`src/rtl/cache_mem_arbiter_pkg.sv`:
```
// rtl/cache_mem_arbiter_pkg.sv - shared types and defaults for the I$/D$ memory arbiter
package cache_mem_arbiter_pkg;

    typedef enum logic [1:0] {
        IDLE  = 2'd0,
        GNT_I = 2'd1,
        GNT_D = 2'd2
    } arb_state_t;

    localparam int STARVE_LIMIT_DEF = 4;
    localparam int STARVE_W         = 4;

endpackage

```
`src/rtl/cache_mem_arbiter_starve.sv`:
```
// rtl/cache_mem_arbiter_starve.sv - saturating starvation counter with clear/increment/hold
import cache_mem_arbiter_pkg::*;

module rr_starve_counter #(
    parameter int LIMIT = STARVE_LIMIT_DEF
) (
    input  logic                clk_i,
    input  logic                rst_i,
    input  logic                clr_i,
    input  logic                inc_i,
    output logic [STARVE_W-1:0] cnt_o
);

    localparam logic [STARVE_W-1:0] LIMIT_V = STARVE_W'(LIMIT);

    logic [STARVE_W-1:0] cnt_q, cnt_d;

    always_comb begin
        cnt_d = cnt_q;
        if (clr_i) begin
            cnt_d = '0;
        end else if (inc_i && (cnt_q != LIMIT_V)) begin
            cnt_d = cnt_q + 1'b1;
        end
    end

    always_ff @(posedge clk_i) begin
        if (rst_i) begin
            cnt_q <= '0;
        end else begin
            cnt_q <= cnt_d;
        end
    end

    assign cnt_o = cnt_q;

endmodule

```
`src/rtl/cache_mem_arbiter.sv`:
```
// rtl/cache_mem_arbiter.sv - shares one downstream memory port between I$ and D$, D$ first with bounded I$ starvation
import cache_mem_arbiter_pkg::*;

module cache_mem_arbiter #(
    parameter int ADDR_W       = 32,
    parameter int DATA_W       = 32,
    parameter int STARVE_LIMIT = STARVE_LIMIT_DEF
) (
    input  logic                CLK,
    input  logic                RST,
    input  logic                i_ren,
    input  logic                i_wen,
    input  logic [ADDR_W-1:0]   i_addr,
    input  logic [DATA_W-1:0]   i_wdata,
    input  logic [DATA_W/8-1:0] i_byte_en,
    output logic [DATA_W-1:0]   i_rdata,
    output logic                i_busy,
    output logic                i_error,
    input  logic                d_ren,
    input  logic                d_wen,
    input  logic [ADDR_W-1:0]   d_addr,
    input  logic [DATA_W-1:0]   d_wdata,
    input  logic [DATA_W/8-1:0] d_byte_en,
    output logic [DATA_W-1:0]   d_rdata,
    output logic                d_busy,
    output logic                d_error,
    output logic                m_ren,
    output logic                m_wen,
    output logic [ADDR_W-1:0]   m_addr,
    output logic [DATA_W-1:0]   m_wdata,
    output logic [DATA_W/8-1:0] m_byte_en,
    input  logic [DATA_W-1:0]   m_rdata,
    input  logic                m_busy,
    input  logic                m_error,
    output logic                grant_i,
    output logic                grant_d
);

    localparam logic [STARVE_W-1:0] LIMIT_V = STARVE_W'(STARVE_LIMIT);

    arb_state_t          state_q, state_d;
    logic [STARVE_W-1:0] starve_cnt;
    logic                cnt_clr, cnt_inc;
    logic                i_act, d_act;
    logic                gnt_i, gnt_d;

    assign i_act = i_ren | i_wen;
    assign d_act = d_ren | d_wen;

    always_comb begin
        state_d = state_q;
        cnt_clr = 1'b0;
        cnt_inc = 1'b0;
        case (state_q)
            IDLE: begin
                if (i_act && (!d_act || (starve_cnt == LIMIT_V))) begin
                    state_d = GNT_I;
                    cnt_clr = 1'b1;
                end else if (d_act) begin
                    state_d = GNT_D;
                    cnt_inc = i_act;
                end
            end
            GNT_I, GNT_D: begin
                if (!m_busy) begin
                    state_d = IDLE;
                end
            end
            default: state_d = IDLE;
        endcase
    end

    always_ff @(posedge CLK) begin
        if (RST) begin
            state_q <= IDLE;
        end else begin
            state_q <= state_d;
        end
    end

    rr_starve_counter #(
        .LIMIT (STARVE_LIMIT)
    ) u_starve (
        .clk_i (CLK),
        .rst_i (RST),
        .clr_i (cnt_clr),
        .inc_i (cnt_inc),
        .cnt_o (starve_cnt)
    );

    // Gating with RST drops the grant and quiets the downstream port in the reset cycle itself.
    assign gnt_i = (state_q == GNT_I) && !RST;
    assign gnt_d = (state_q == GNT_D) && !RST;

    assign grant_i   = gnt_i;
    assign grant_d   = gnt_d;
    assign m_ren     = (gnt_i & i_ren) | (gnt_d & d_ren);
    assign m_wen     = (gnt_i & i_wen) | (gnt_d & d_wen);
    assign m_addr    = gnt_i ? i_addr    : (gnt_d ? d_addr    : '0);
    assign m_wdata   = gnt_i ? i_wdata   : (gnt_d ? d_wdata   : '0);
    assign m_byte_en = gnt_i ? i_byte_en : (gnt_d ? d_byte_en : '0);

    assign i_busy  = gnt_i ? m_busy  : 1'b1;
    assign i_rdata = gnt_i ? m_rdata : '0;
    assign i_error = gnt_i & m_error & ~m_busy;
    assign d_busy  = gnt_d ? m_busy  : 1'b1;
    assign d_rdata = gnt_d ? m_rdata : '0;
    assign d_error = gnt_d & m_error & ~m_busy;

endmodule

```
`config.mk`:
```
export PLATFORM = sky130hd
export DESIGN_NAME = cache_mem_arbiter
export DESIGN_NICKNAME = d
export VERILOG_FILES = /design/src/rtl/cache_mem_arbiter_pkg.sv /design/src/rtl/cache_mem_arbiter_starve.sv /design/src/rtl/cache_mem_arbiter.sv
export SDC_FILE = /design/constraint.sdc
export NUM_CORES = 1
export LEC_CHECK = 0
export BUFFER_PORTS_ARGS = -buffer_cell sky130_fd_sc_hd__buf_2
export CAP_MARGIN = 20
export CORE_AREA = 5 5 121 123
export DETAILED_ROUTE_END_ITERATION = 10
export DIE_AREA = 0 0 126 128
export HOLD_SLACK_MARGIN = 0.12
export SLEW_MARGIN = 20
export SYNTH_ARGS = -nofsm -noshare
export SYNTH_HDL_FRONTEND = slang
export SYNTH_SLANG_ARGS = --single-unit
export TNS_END_PERCENT = 5
```
`constraint.sdc`:
```
create_clock -name CLK -period 4.85 [get_ports CLK]
set_clock_uncertainty 0.2 [all_clocks]
set_input_delay 1.455 -clock CLK [delete_from_list [all_inputs] [get_ports CLK]]
set_output_delay 1.455 -clock CLK [all_outputs]
set_load 0.01 [all_outputs]
```
Word-level counts from Yosys, hierarchy flattened:

Index checks and enable logic that the tools add are counted.
W data, S select, Z words.

* add/subtract/negate cells: 1
* equality and inequality tests: 6
* mux-type cells: 19
* bitwise logic cells: 13
* reduce and logical (&&, ||, !) cells: 11

Operators with widths (count)
* $mux W32: 6
* $and A1 B1 Y1: 8
* $mux W4: 2
* $mux W1: 7
* $mux W2: 3
* $add A4 B1 Y4 const B: 1
* $eq A4 B3 Y1 const B: 1
* $logic_and A1 B1 Y1: 4
* $ne A4 B3 Y1 const B: 1
* $or A1 B1 Y1: 4
* $pmux W2 S2: 1
* $reduce_or A2 Y1: 2
* $ne A3 B3 Y1 const B: 1
* $eq A2 B1 Y1 const B: 1
* $eq A2 B2 Y1 const B: 1
* $logic_not A1 Y1: 2
* $logic_not A2 Y1: 1
* $ne A2 B2 Y1 const B: 1
* $reduce_and A2 Y1: 1
* $logic_or A1 B1 Y1: 1
* $not A1 Y1: 1

* bits in registers: 6
* bits of input ports: 176
* output and inout port bits: 140
* word-level logic and storage cells: 52

Longest topological paths before layout:

Gate-level depths: netlist of run 1.

* depth after elaboration: 7
* depth in mapped cells: 7
* gate-level depth less buffers: 5

Modules after synthesis:

A second synthesis of run 1 with hierarchy kept.

* cell total of the unflattened synthesis: 214
* area, all modules: 1635.3 sq um

By module, submodules not included
* cache_mem_arbiter: times used 1, cells an instance 188, area an instance 1413.9 sq um, sequential area each 40.0 sq um
* rr_starve_counter: times used 1, cells an instance 26, area an instance 221.5 sq um, sequential area each 80.1 sq um

Worst setup path after synthesis of run 1:

No wires, ideal clock.

* path type: input to output
* start point: input port RST
* end point: output port m_byte_en[0]
* arrival: 2189 ps
* data required time: 3195 ps
* path slack: 1006 ps
* cell stages on the path: 5
* buffers on the path: 2
* cells stage by stage: nand2b_4 nor2_2 buf_6 buf_4 a22o_1

* longest elaborated chain between the ends: 4
* elaborated cells between the ends (all ways): 5
* classes of those cells: mux: 2; reduce/logical: 3

Ends and longest elaborated chain
* start: declaration: RTL line cache_mem_arbiter.sv:10 `input logic RST,`
* $logic_not A1 Y1 *: RTL line cache_mem_arbiter.sv:92, cache_mem_arbiter.sv:93
* $logic_and A1 B1 Y1: RTL line cache_mem_arbiter.sv:93 `assign gnt_d = (state_q == GNT_D) && !RST;`
* $mux W4: RTL line cache_mem_arbiter.sv:101 `assign m_byte_en = gnt_i ? i_byte_en : (gnt_d ? d_byte_en : '0);`
* $mux W4 *: RTL line cache_mem_arbiter.sv:101
* end: declaration: RTL line cache_mem_arbiter.sv:31 `output logic [DATA_W/8-1:0] m_byte_en,`

Mark *: on every way between the ends. The rest lies on a longest branch, timed or not.

Worst setup path in the final report of run 1:

* start point: input port RST
* end point: output port m_addr[9]

* longest elaborated chain between the ends: 4
* elaborated cells between the ends (all ways): 5
* classes of those cells: mux: 2; reduce/logical: 3

Ends and longest elaborated chain
* $logic_not A1 Y1 *: RTL line cache_mem_arbiter.sv:92, cache_mem_arbiter.sv:93
* $logic_and A1 B1 Y1: RTL line cache_mem_arbiter.sv:93
* $mux W32: RTL line cache_mem_arbiter.sv:99 `assign m_addr = gnt_i ? i_addr : (gnt_d ? d_addr : '0);`
* $mux W32 *: RTL line cache_mem_arbiter.sv:99
* end: declaration: RTL line cache_mem_arbiter.sv:29 `output logic [ADDR_W-1:0] m_addr,`

Marked as above.

==> flow_metrics.tcl, run 1 <==
set metrics [dict create \
    final_hold_viol_count 0 \
    ys_types 32 \
    antenna_found_initial 2 \
    syn-mean-instance-area_um2 7.566 \
    cts_resized 0 \
    min_path_type "flop to flop" \
    slew_viol_final 0 \
    num_rows 43 \
    drive_above_1_share 0.6392 \
    grt_pass1_vias 2525 \
    ys.warnings.count 0 \
    fillCellCount 1510 \
    post-route-util 0.2501 \
    p_leak_nw 2.103 \
    worst_pin_slew_ns 0.5719 \
    dieArea_um2 16130 \
    synth_top_area_cell "a22o_1" \
    ant_nets 0 \
    setup_tns_ns 0 \
    synth_edf_count 0 \
    gp_congestion 0.8651 \
    vias 2819 \
    clock_sinks 6 \
    die-width_um 126 \
    status "finished, final reports clean" \
    grtUsageTotal 0.1195 \
    critical_path_class "primary input to primary output" \
    areaGrowthSynthToFinish_pct 111.4 \
    grt_overflow 0 \
    drt-initial-drc-count 192 \
    synthMostInstantiatedCell "a22o_1" \
    yosys.area.top_type_share 0.3822 \
    io_pins 316 \
    initial_utilization 0.1183 \
    synth_top_cells_by_count "a22o_1, and2_1, buf_2, dfxtp_1" \
    syn-cell-area_um2 1604 \
    maxCapViolCount 0 \
    powerDensity_nw_per_um2 141.0 \
    root_buffer "clkbuf_16" \
    seq_area_frac_synth 0.07488 \
    holdBufCountCts 0 \
    rsz0062_at_grt "no" \
    cts_setup_buffers 0 \
    synth-seq-cells 6 \
    hpwl_mm 9.552 \
    cts.clk_slew.worst_paths_ns 0.03 \
    multi_input_area_um2 1328 \
    grt_pass1_wl_mm 15.44 \
    async_flop_share 0 \
    syn_inst 212 \
    seq_area_um2 120.1 \
    finalSetupViolCount 0 \
    wl_per_cell_um 16.45 \
    cp_max_fo 40 \
    core_um2 13560 \
    routed_via_density 4.074 \
    die_y_um 128 \
    dr.pass1.iters 4 \
    fin_crit_sh 0.8915 \
    start_kind "primary input" \
    fmax_mhz 231.3 \
    arrival_ns 2.67 \
    layout_min_cycle_time_ns 4.324 \
    drc 0 \
    ys_dominant_reg_cell "dfxtp_1" \
    clockBufferDepth 2 \
    synth_area_leaders "a22o_1, and2_1, dfxtp_1" \
    critical_path_required_ns 3.19 \
    fin_nets 693 \
    clk-insertion-delay-late_ns 0.23 \
    ir_drop_mv 0.2206 \
    wirelength_mm 11.38 \
    cts_tree "built" \
    relSlewSlack 0.6147 \
    grt_max_degree 66 \
    numCtsBuffers 3 \
    cts_htree_levels 1 \
    portBuffers 315 \
    cp-end-kind "primary output" \
    synth_fp_nets 393 \
]
## stage by stage
step	worst slack, ns	instance area (um^2)	power [mW]	instances	hold WS, ns
floorplan	1.006	1604	0.1922	212	0.2611
global placement	0.5214	3311	0.3463	687	0.2935
detailed placement	0.5170	3311	0.3449	687	0.2986
CTS	0.5110	3386	0.4825	690	0.3033
global route	0.4303	3391	0.5106	692	0.3267
finish	0.5262	3391	0.4781	692	0.3009
## metal layers
metal  global-route usage  vias up  wire [um]
met4              0.01514        0         86
li1                     -     1389          -
met3              0.03333        6       1044
met2               0.1862      164       5183
met5                    0        -          0
met1               0.1689     1260       5068
## cells in the final DEF (no fill, tap or decap), types with 3 or more instances in the layout
cell	count
a22o_1	70
buf_4	3
nand4_1	4
a31oi_1	3
buf_2	315
ha_1	5
and2_1	64
nand3_1	3
clkbuf_16	3
nand2_1	5
a21oi_1	4
dfxtp_1	6
inv_1	4
## worst max-delay path, cell delays in order
cell      delay (ns)
buf_2           0.16
nand2b_4        0.18
nor2_4          0.08
buf_4           0.37
a22o_1          0.24
buf_2           0.16
## logic make-up after synthesis
| kind of cell | after synthesis | share of synthesized area |
|---|---|---|
| and+or+nand+nor | 91 | 0.3549 |
| AOI/OAI and AO/OA | 81 | 0.4259 |
| buffers and inverters | 29 | 0.1053 |
| DFF | 6 | 0.07489 |
| adders and majority gates | 5 | 0.03900 |
## sequential cells by signal (all words and copies together) (netlist names)
| signal | flops |
|---|---|
| state_q | 2 |
| u_starve.cnt_o | 4 |
## cell type report
cell class / instances / area share
inverters: 5 / 0.005535
clock buffers: 3 / 0.02214
well taps: 180 / 0.06642
flip-flops and latches: 6 / 0.03542
repair buffers: 319 / 0.4775
diodes: 2 / 0.001476
multi-input cells: 177 / 0.3915
## where the power goes
group / total (mW) / switching (mW) / internal (mW)
combinational: 0.286 / 0.149 / 0.137
sequential: 0.0579 / 0.00425 / 0.0537
clock: 0.134 / 0.0282 / 0.106
## worst paths after layout
path | from | endpoint | slack (ns) | cells after the start
worst max register to register | state_q[0] | state_q[0] | 3.25 | 5
worst max-delay path | RST | m_addr[9] | 0.53 | 6
worst min-delay path | u_starve.cnt_o[1] | u_starve.cnt_o[1] | 0.30 | 2
worst min register to register | u_starve.cnt_o[1] | u_starve.cnt_o[1] | 0.30 | 2
(Power assumes the default switching activity.)
==> run 2, diff against run 1 <==
--- a/config.mk
+++ b/config.mk
@@ -5,6 +5,7 @@
 export SDC_FILE = /design/constraint.sdc
 export NUM_CORES = 1
 export LEC_CHECK = 0
+export ABC_AREA = 1
 export BUFFER_PORTS_ARGS = -buffer_cell sky130_fd_sc_hd__buf_2
 export CAP_MARGIN = 20
 export CORE_AREA = 5 5 121 123
==> run 2 against run 1 <==
First-iteration DRC count decreased by 12%. Cell count increased by 27%. Maximum frequency increased by 1.4%. Sequential share of layout area decreased by 0.23 points. Critical path depth unchanged. Sequential power about the same. Critical path type unchanged. Setup slack improved by 0.058 ns. Combinational power decreased by 2%. Largest power group unchanged. Global-route usage decreased by 1.7 points. Routed wire length decreased by 12%. Core utilization increased by 1.8 points.
==> flow_metrics.tcl, run 2 <==
set metrics [dict create \
    status "finished, final reports clean" \
    wirelength_mm 10.02 \
    cts_tree "built" \
    ant_nets 0 \
    drt-initial-drc-count 169 \
    p_leak_nw 2.496 \
    post-route-util 0.2678 \
    finalSetupViolCount 0 \
    setup_tns_ns 0 \
    syn-cell-area_um2 1817 \
    grt_pass1_vias 2946 \
    powerDensity_nw_per_um2 129.8 \
    syn_inst 403 \
    hold_depth 2 \
    holdBufCountCts 0 \
    antenna_found_initial 0 \
    synth_edf_count 0 \
    seq_area_um2 120.1 \
    synth_fp_nets 584 \
    start_kind "primary input" \
    grt_max_degree 69 \
    ir_drop_mv 0.07889 \
    wl_per_cell_um 11.39 \
    gp_congestion 0.7657 \
    drive_above_1_share 0.4714 \
    seq_area_frac_synth 0.06612 \
    yosys.area.top_type_share 0.3202 \
    numCtsBuffers 3 \
    dr.pass1.iters 5 \
    reg2reg_from "state_q[0]" \
    critical_path_required_ns 3.19 \
    vias 3409 \
    io_pins 316 \
    syn-mean-instance-area_um2 4.508 \
    layout_commonest_cell "buf_2" \
    final_hold_viol_count 0 \
    worst_pin_slew_ns 0.5425 \
    core_um2 13560 \
    initial_utilization 0.1340 \
    ff2ff_path_depth 8 \
    num_rows 43 \
    fin_crit_sh 0.8795 \
    synth-seq-cells 6 \
    multi_input_area_um2 1365 \
    finalWorstSetupSlack_ns 0.5843 \
    fin_nets 883 \
    slew_viol_final 0 \
    worstReg2RegEnd "u_starve.cnt_o[1]" \
    cp_slowest_stage_delay_ns 0.39 \
    hp-start "u_starve.cnt_o[3]" \
    critical_path_class "primary input to primary output" \
    relSlewSlack 0.6378 \
    arrival_ns 2.61 \
    layout_min_cycle_time_ns 4.266 \
    largest_reg_flops 4 \
    async_flop_share 0 \
    die_y_um 128 \
    path_cells "buf_2 > inv_2 > nand2_2 > buf_4 > o21ai_0 > buf_2" \
    pre_cts_ws_ns 0.5794 \
    synthMostInstantiatedCell "nand2_1" \
    synth_top_cells_by_count "nand2_1, nor2_1, o21ai_0, inv_1, buf_2" \
    grt_pass1_wl_mm 14.28 \
    ys.warnings.count 0 \
    cts_htree_levels 1 \
    drc 0 \
    clockBufferDepth 2 \
    routed_via_density 3.874 \
    grtUsageTotal 0.1026 \
    r2r_slack_ns 3.29 \
    synth_top_area_cell "nand2_1" \
    maxCapViolCount 0 \
    cp_max_fo 46 \
    crit_start "RST" \
    rsz0062_at_grt "no" \
    portBuffers 315 \
    root_buffer "clkbuf_16" \
    synth_area_leaders "nand2_1, o21ai_0, nor2_1" \
    grt_overflow 0 \
    cts_resized 0 \
    cts_setup_buffers 0 \
    layout_common_cells "buf_2, nand2_1, nor2_1" \
    fmax_mhz 234.4 \
    slowest_stage "buf_4" \
    crit_top_cell "buf_2" \
    antenna_cells 0 \
    ys_types 18 \
    cts.clk_slew.worst_paths_ns 0.03 \
    fillCellCount 1570 \
    clock_sinks 6 \
    die-width_um 126 \
    cp-end-kind "primary output" \
    min_path_type "flop to flop" \
    clk-insertion-delay-late_ns 0.23 \
    dieArea_um2 16130 \
    areaGrowthSynthToFinish_pct 99.86 \
    hpwl_mm 8.376 \
    ys_dominant_reg_cell "dfxtp_1" \
    worstHoldEndpoint "u_starve.cnt_o[3]" \
]
==> run 2: changes by cell type in the layout (fill, tap and decap cells not counted), moves of 3 or more <==
cell,before,now
inv_1,4,48
a21oi_1,4,7
o21ai_0,1,66
nand2_1,5,155
o21ai_1,0,3
and2_1,64,0
a22o_1,70,0
a31oi_1,3,0
nor2_1,2,70
==> run 2: final cells by class <==
type	instances	share of cell area
Timing Repair Buffer	322	0.4555
Sequential cell	6	0.03308
Multi-Input combinational cell	318	0.3759
Tap cell	180	0.06203
Inverter	51	0.05272
Clock buffer	3	0.02068
==> run 2: critical path, delay by kind of cell <==
family                 cells  cell delay, ns
buffers and inverters      4            0.76
AOI/OAI and AO/OA          1            0.19
and+or+nand+nor            1            0.17
==> run 2: power breakdown <==
part,switching [mW],total [mW],internal [mW]
sequential,0.00396,0.0576,0.0536
combinational,0.155,0.281,0.126
clock,0.0272,0.133,0.106
total,0.186,0.471,0.285
==> run 2: routing by layer <==
| metal | part of all wire | up-vias | GRT usage |
|---|---|---|---|
| met3 | 0.091 | 2 | 0.02083 |
| li1 | - | 1821 | - |
| met1 | 0.42 | 1412 | 0.1379 |
| met2 | 0.49 | 174 | 0.1743 |
| met5 | 0 | - | 0 |
| met4 | 0.0036 | 0 | 0.01388 |
==> run 2: through the flow <==
step	power [mW]	cell area, um^2	instances	hold slack (ns)
global placement	0.3416	3556	877	0.2732
global route	0.5123	3631	880	0.3105
CTS	0.4774	3631	880	0.2753
finish	0.4713	3631	880	0.2766
floorplan	0.1957	1817	403	0.2501
detailed placement	0.3415	3556	877	0.2695
==> run 2: how the worst max path moves through the flow <==
stage | slack [ns] | endpoint
after floorplan | 1.04 | m_byte_en[0]
after global placement | 0.57 | m_addr[17]
after detailed placement | 0.58 | m_wdata[13]
after CTS | 0.58 | m_wdata[13]
after global routing | 0.45 | m_wdata[13]
final | 0.58 | m_wdata[13]
==> run 2: logic make-up (layout without fill, tap and decap cells) <==
family                     after synthesis  in the layout  share of synthesized area
AOI/OAI and AO/OA                       78             78                     0.2162
and+or+nand+nor                        234            234                     0.4959
buffers and inverters                   79            376                     0.1825
DFF                                      6              6                    0.06612
adders and majority gates                5              5                    0.03444
xor gates and xnor gates                 1              1                   0.004822
